**config.mk**
```make
export PLATFORM = sky130hd
export DESIGN_NAME = seq_div_restoring_flat
export DESIGN_NICKNAME = d
export VERILOG_FILES = /design/src/rtl/alu_div_pkg.sv /design/src/rtl/seq_div_restoring_if.sv /design/src/rtl/seq_div_restoring_div_step.sv /design/src/rtl/seq_div_restoring.sv /design/src/flat_wrapper.sv
export SDC_FILE = /design/constraint.sdc
export NUM_CORES = 1
export LEC_CHECK = 0
export CORE_ASPECT_RATIO = 0.7
export CORE_MARGIN = 2
export CORE_UTILIZATION = 40
export CTS_CLUSTER_SIZE = 28
export DETAILED_ROUTE_END_ITERATION = 7
export GPL_TIMING_DRIVEN = 0
export PLACE_DENSITY_LB_ADDON = 0.25
export RECOVER_POWER = 100
export SYNTH_ARGS = -nofsm -noshare
export SYNTH_HDL_FRONTEND = slang
export SYNTH_HIERARCHICAL = 1
export SYNTH_SLANG_ARGS = --single-unit
```
**constraint.sdc**
```tcl
create_clock -name clk -period 6.2 [get_ports clk]
set_clock_uncertainty 0.2 [all_clocks]
set_input_delay 1.24 -clock clk [delete_from_list [all_inputs] [get_ports clk]]
set_output_delay 1.24 -clock clk [all_outputs]
set_load 0.01 [all_outputs]
```
**src/rtl/alu_div_pkg.sv**
```systemverilog
// Shared definitions for the iterative restoring divider beside the ALU.
// FSM state encoding and the default operand width.
package alu_div_pkg;

   localparam int DEFAULT_WIDTH = 8;

   // 2'd3 is unused; the next-state logic sends it back to IDLE
   typedef enum logic [1:0] {
      IDLE = 2'd0,
      RUN  = 2'd1,
      DONE = 2'd2
   } state_e;

endpackage

```
**src/rtl/seq_div_restoring_if.sv**
```systemverilog
// Start/ready/done handshake and operand/result bus between the execute-stage
// controller (master) and the divider (slave).
interface seq_div_restoring_if
   import alu_div_pkg::*;
#(
   parameter int WIDTH = DEFAULT_WIDTH
);

   logic             start;
   logic [WIDTH-1:0] dividend;
   logic [WIDTH-1:0] divisor;
   logic             ready;
   logic             done;
   logic [WIDTH-1:0] quotient;
   logic [WIDTH-1:0] remainder;
   logic             div_by_zero;

   modport master (
      output start, dividend, divisor,
      input  ready, done, quotient, remainder, div_by_zero
   );

   modport slave (
      input  start, dividend, divisor,
      output ready, done, quotient, remainder, div_by_zero
   );

endinterface

```
**src/rtl/seq_div_restoring_div_step.sv**
```systemverilog
// One restoring-division iteration: shift in the next dividend bit, trial
// subtract the divisor, and keep the difference only when it did not borrow.
module div_step #(
   parameter int WIDTH = 8
) (
   input  logic [WIDTH:0]   rem,
   input  logic             dvd_msb,
   input  logic [WIDTH-1:0] divisor,
   output logic [WIDTH:0]   rem_next,
   output logic             q_bit
);

   logic [WIDTH:0] rem_sh;
   logic [WIDTH:0] trial;

   always_comb begin
      rem_sh = {rem[WIDTH-1:0], dvd_msb};
      trial  = rem_sh - {1'b0, divisor};
      // A set top bit in rem would place the shifted value above any divisor,
      // so the subtract always succeeds; in normal operation that bit stays 0.
      q_bit    = rem[WIDTH] | ~trial[WIDTH];
      rem_next = q_bit ? trial : rem_sh;
   end

endmodule

```
**src/rtl/seq_div_restoring.sv**
```systemverilog
// Iterative unsigned restoring divider: one quotient bit per clock, results
// held stable from the done pulse until the next accepted start.
module seq_div_restoring
   import alu_div_pkg::*;
#(
   parameter int WIDTH = DEFAULT_WIDTH
) (
   input  logic                 clk,
   input  logic                 rst_n,
   seq_div_restoring_if.slave   bus
);

   localparam int CNT_W = $clog2(WIDTH);

   state_e           state;
   state_e           state_next;
   logic [CNT_W-1:0] cnt;
   logic [WIDTH-1:0] dvd;
   logic [WIDTH-1:0] dvs;
   logic [WIDTH:0]   rem;
   logic [WIDTH:0]   rem_next;
   logic             q_bit;
   logic             done_q;
   logic [WIDTH-1:0] quotient_q;
   logic [WIDTH-1:0] remainder_q;
   logic             dz_q;

   div_step #(.WIDTH(WIDTH)) u_step (
      .rem      (rem),
      .dvd_msb  (dvd[WIDTH-1]),
      .divisor  (dvs),
      .rem_next (rem_next),
      .q_bit    (q_bit)
   );

   // NOTE: every variable written here gets a default first, so no path can
   // leave it unassigned and infer a latch.
   always_comb begin
      state_next = state;
      case (state)
         IDLE: if (bus.start) state_next = (bus.divisor != '0) ? RUN : DONE;
         RUN:  if (cnt == '0) state_next = DONE;
         DONE: state_next = IDLE;
         default: state_next = IDLE;
      endcase
   end

   // NOTE: reset is sampled on the clock edge and clears the datapath too, so
   // an aborted division leaves no stale operands or results behind.
   always_ff @(posedge clk) begin
      if (!rst_n) begin
         state       <= IDLE;
         cnt         <= '0;
         dvd         <= '0;
         dvs         <= '0;
         rem         <= '0;
         done_q      <= 1'b0;
         quotient_q  <= '0;
         remainder_q <= '0;
         dz_q        <= 1'b0;
      end else begin
         // NOTE: non-blocking assignments keep every register reading the
         // pre-edge values, independent of statement order.
         state  <= state_next;
         done_q <= 1'b0;
         case (state)
            IDLE: begin
               if (bus.start) begin
                  dvd <= bus.dividend;
                  dvs <= bus.divisor;
                  rem <= '0;
                  cnt <= CNT_W'(WIDTH - 1);
               end
            end
            RUN: begin
               // Quotient bits fill the dividend register as it empties
               dvd <= {dvd[WIDTH-2:0], q_bit};
               rem <= rem_next;
               if (cnt != '0) cnt <= cnt - CNT_W'(1);
            end
            DONE: begin
               done_q <= 1'b1;
               if (dvs == '0) begin
                  quotient_q  <= '1;
                  remainder_q <= dvd;
                  dz_q        <= 1'b1;
               end else begin
                  quotient_q  <= dvd;
                  remainder_q <= rem[WIDTH-1:0];
                  dz_q        <= 1'b0;
               end
            end
            default: ;
         endcase
      end
   end

   assign bus.ready       = (state == IDLE);
   assign bus.done        = done_q;
   assign bus.quotient    = quotient_q;
   assign bus.remainder   = remainder_q;
   assign bus.div_by_zero = dz_q;

endmodule

```
**src/flat_wrapper.sv**
```systemverilog
// flat-port wrapper written by rule: the top's interface ports become plain ports
module seq_div_restoring_flat import alu_div_pkg::*;
#(
   parameter int WIDTH = DEFAULT_WIDTH
)
  (clk, rst_n, bus_start, bus_dividend, bus_divisor, bus_ready, bus_done, bus_quotient, bus_remainder, bus_div_by_zero);
  seq_div_restoring_if #(.WIDTH(WIDTH)) bus_i ();
  input  logic clk;
  input  logic rst_n;
  input wire logic [$bits(bus_i.start)-1:0] bus_start;
  input wire logic [$bits(bus_i.dividend)-1:0] bus_dividend;
  input wire logic [$bits(bus_i.divisor)-1:0] bus_divisor;
  output wire logic [$bits(bus_i.ready)-1:0] bus_ready;
  output wire logic [$bits(bus_i.done)-1:0] bus_done;
  output wire logic [$bits(bus_i.quotient)-1:0] bus_quotient;
  output wire logic [$bits(bus_i.remainder)-1:0] bus_remainder;
  output wire logic [$bits(bus_i.div_by_zero)-1:0] bus_div_by_zero;
  assign bus_i.start = bus_start;
  assign bus_i.dividend = bus_dividend;
  assign bus_i.divisor = bus_divisor;
  assign bus_ready = bus_i.ready;
  assign bus_done = bus_i.done;
  assign bus_quotient = bus_i.quotient;
  assign bus_remainder = bus_i.remainder;
  assign bus_div_by_zero = bus_i.div_by_zero;
  seq_div_restoring #(.WIDTH(WIDTH)) u_core (.clk(clk), .rst_n(rst_n), .bus(bus_i));
endmodule
```
==> results.md <==
- Post-route setup TNS: 0 ps
- Clock transition at the registers of the reported paths: 90 ps
- DRC: 0
- CP required: 6170 ps
- CP peak stage delay: 490 ps
- Hold Path Origin: u_core/bus.div_by_zero$_SDFFE_PN0P_
- R2r startpoint: u_core/dvd[7]$_SDFFE_PN0P_
- Vias per std cell: 5.40
- Grt ovf: 0
- H-Tree Depth: 2
- Largest net degree at the start of global routing: 16
- Initial antenna violation count: 0
- Vias: 2,322
- Skew-Pair Late Insertion Delay: 300 ps
- CP max stage cell: clkbuf_1
- Die Ht: 71.3 um
- I/O pin cnt: 38
- Max Buffers Root-to-Sink: 2
- Core area: 6250 um^2
- Fin. max-slew vios: 0
- R2R Path End: u_core/rem[6]$_SDFFE_PN0P_
- Startpoint Class: flip-flop
- Pwr dens: 274 nW/um^2
- Final Hold Violating Endpoints: 0
- Tmin final: 3270 ps
- Status: finished clean
- CTS tree: yes
- Placed cells: 422
- Die Area: 7130 um^2
- Fin crit share: 52.7%
- Peak VDD IR: 0.123 mV
- WP data arrival: 3230 ps
- Synthesized instance count: 307
- TritonCTS buffer count: 5
- DRT antenna net count: 0
- Max-cap violations: 0
- Rows: 24
- Fmax: 306 MHz
- Synth cell types: 44
- First-pass GRT wire length: 10.5 mm
- Clk root buf: clkbuf_8
- WP buf/inv: 2
- Number of cells in the finished layout apart from fillers: 430
- Relative slew margins: 57.2%
- Diode count: 0
- Post-route cell area: 3130 um^2
- Cts-stage hold buffer count: 0
- FF-to-FF setup slack: 2930 ps
- Initial DRC count: 109
- Global Route Usage Sum: 18.4%
- Post-DP HPWL: 4.79 mm
- Routed WL: 6.32 mm
- Area grow syn2layout: 21.2%
- Commonest non-fill, non-tap cells in the layout: dfxtp_1, nand2_1, a21oi_1, a211oi_1
- Met1 Wirelength: 3.43 mm
- Syn Area/Cell: 8.42 um^2
- Hold Path End: u_core/bus.div_by_zero$_SDFFE_PN0P_
- Post-DP Area: 3050 um^2
- Port Buffers: 37
- Setup bufs post-CTS: 0
- Layout cells sized above 1: 9.66%
- Critical Path End Type: flip-flop
- Cells along the critical path: inv_1 -> ha_1 -> fa_1 -> nand2b_1 -> a211oi_1 -> or3_1 -> a21o_1 -> clkbuf_1 -> mux2_1 -> nand2_1 -> a21oi_1
- Post-Route Utilization: 50.2%
- Mapped cell area: 2590 um^2
- Synthesized flop and latch total: 48
- DIE WIDTH: 100 um
- Reg2reg path depth: 11
- Yosys Warn Count: 6
- Initial Utilization: 41.4%
- Syn Nets: 337
- Met2 routed WL: 2.57 mm
- Unrepaired setup endpoints after global routing: no
- Drt pass-1 iters: 4
- Setup CP Type: reg2reg
- Layout net count: 381
- Worst path top cell family by delay: adder cells
- CTS sink cnt: 48
- Sequential share of the synthesized area: 37.2%
- Final Wtd Congestion: 0.867
- Post-CTS sizing: 0
- Crit Path Max Fanout: 9
- Routed length per instance: 14.7 um
- Vias in the first global route: 2,183
- Final setup viols: 0
- Leakage: 0.00126 uW
- Uppermost routed layer: met4
- Most common cell after layout, fill and taps aside: dfxtp_1
- Least-Margin Pin Slew: 641 ps
- Hold Crit Class: reg2reg
- Met3 routed WL: 279 um
- Hold depth: 2
==> layout make-up <==
| class | instances | area [um^2] |
|---|---|---|
| buffer | 22 | 168 |
| clock buffer | 5 | 68.8 |
| clock inverter | 3 | 42.5 |
| fill | 622 | 3110 |
| inverter | 16 | 60.1 |
| multi-input combinational | 221 | 1370 |
| sequential | 48 | 961 |
| tap | 78 | 97.6 |
| timing repair buffer | 37 | 370 |
==> logic make-up after synthesis <==
logic type                 synth area share [%]
xor gates and xnor gates                   1.02
adders and majority gates                  5.61
and+or+nand+nor                            20.3
buffers and inverters                      9.10
muxes                                      4.45
AOI/OAI and AO/OA                          22.4
DFF                                        37.2
==> Yosys cell counts, drive strengths merged <==
cell type	count	share of area, %
a32oi	1	0.34
a311oi	8	2.7
o21ba	1	0.39
or3b	1	0.34
or4	1	0.34
o21ai	19	3.7
clkbuf	5	0.77
mux2	5	2.9
a21oi	34	6.7
o31ai	1	0.29
nor3b	2	1.2
or3	1	0.24
nor4	4	0.97
o21a	1	0.29
buf	17	6.0
inv	16	2.3
dfxtp	48	37
o211ai	2	0.77
mux2i	4	1.5
nand3	12	2.7
and2	1	0.24
nand2	46	6.7
xnor2	3	1.0
a21o	1	0.29
fa	1	0.77
nor3	6	1.2
a211oi	22	6.6
nand4b	1	0.34
nor2	21	3.0
nor2b	3	1.0
ha	10	4.8
a2111oi	1	0.34
and2b	1	0.29
nand2b	7	1.7
==> layer usage <==
metal	track usage (%)	vias to the layer above
li1	-	1178
met4	2.89	0
met2	26.7	54
met1	28.4	1084
met3	4.29	6
met5	0	-
==> flip-flops by register name, summed over array words and instances, names as in the netlist <==
register and cells:
u_core/state 2, u_core/cnt 3, u_core/dvs 8, u_core/bus.done 1, u_core/rem 9, u_core/bus.quotient 8, u_core/bus.div_by_zero 1, u_core/dvd 8
u_core/bus.remainder 8
==> tightest hold or removal path: cells and delay by family, from the launching register on <==
family / cells / cell delay, ps
simple gates: 1 / 50
flops: 1 / 330
compound gates: 1 / 60
==> worst max-delay path by stage <==
stage,start,to,slack [ps],cells after the start
detailed placement,bus_start,u_core/rem[7]$_SDFFE_PN0P_,3300,6
CTS,u_core/state[0]$_SDFFE_PN0P_,bus_ready,3350,3
floorplan,u_core/dvd[7]$_SDFFE_PN0P_,u_core/rem[2]$_SDFFE_PN0P_,3670,11
global placement,rst_n,u_core/bus.remainder[2]$_SDFFE_PN0P_,3320,4
finish,u_core/dvd[7]$_SDFFE_PN0P_,u_core/rem[6]$_SDFFE_PN0P_,2930,11
global route,u_core/dvd[7]$_SDFFE_PN0P_,u_core/rem[6]$_SDFFE_PN0P_,2750,11
==> power breakdown <==
group | switching [uW] | internal, uW | total [uW]
Clock | 107 | 119 | 226
Combinational | 153 | 125 | 278
Sequential | 21.1 | 333 | 354
Total | 281 | 578 | 859
==> metrics by stage <==
stage	total power (uW)	setup WS, ps	hold WS, ps
floorplan	587	3670	243
global placement	658	3320	258
detailed placement	664	3300	258
CTS	886	3350	278
global route	907	2750	304
finish	859	2930	278
(Power assumes the default switching activity.)
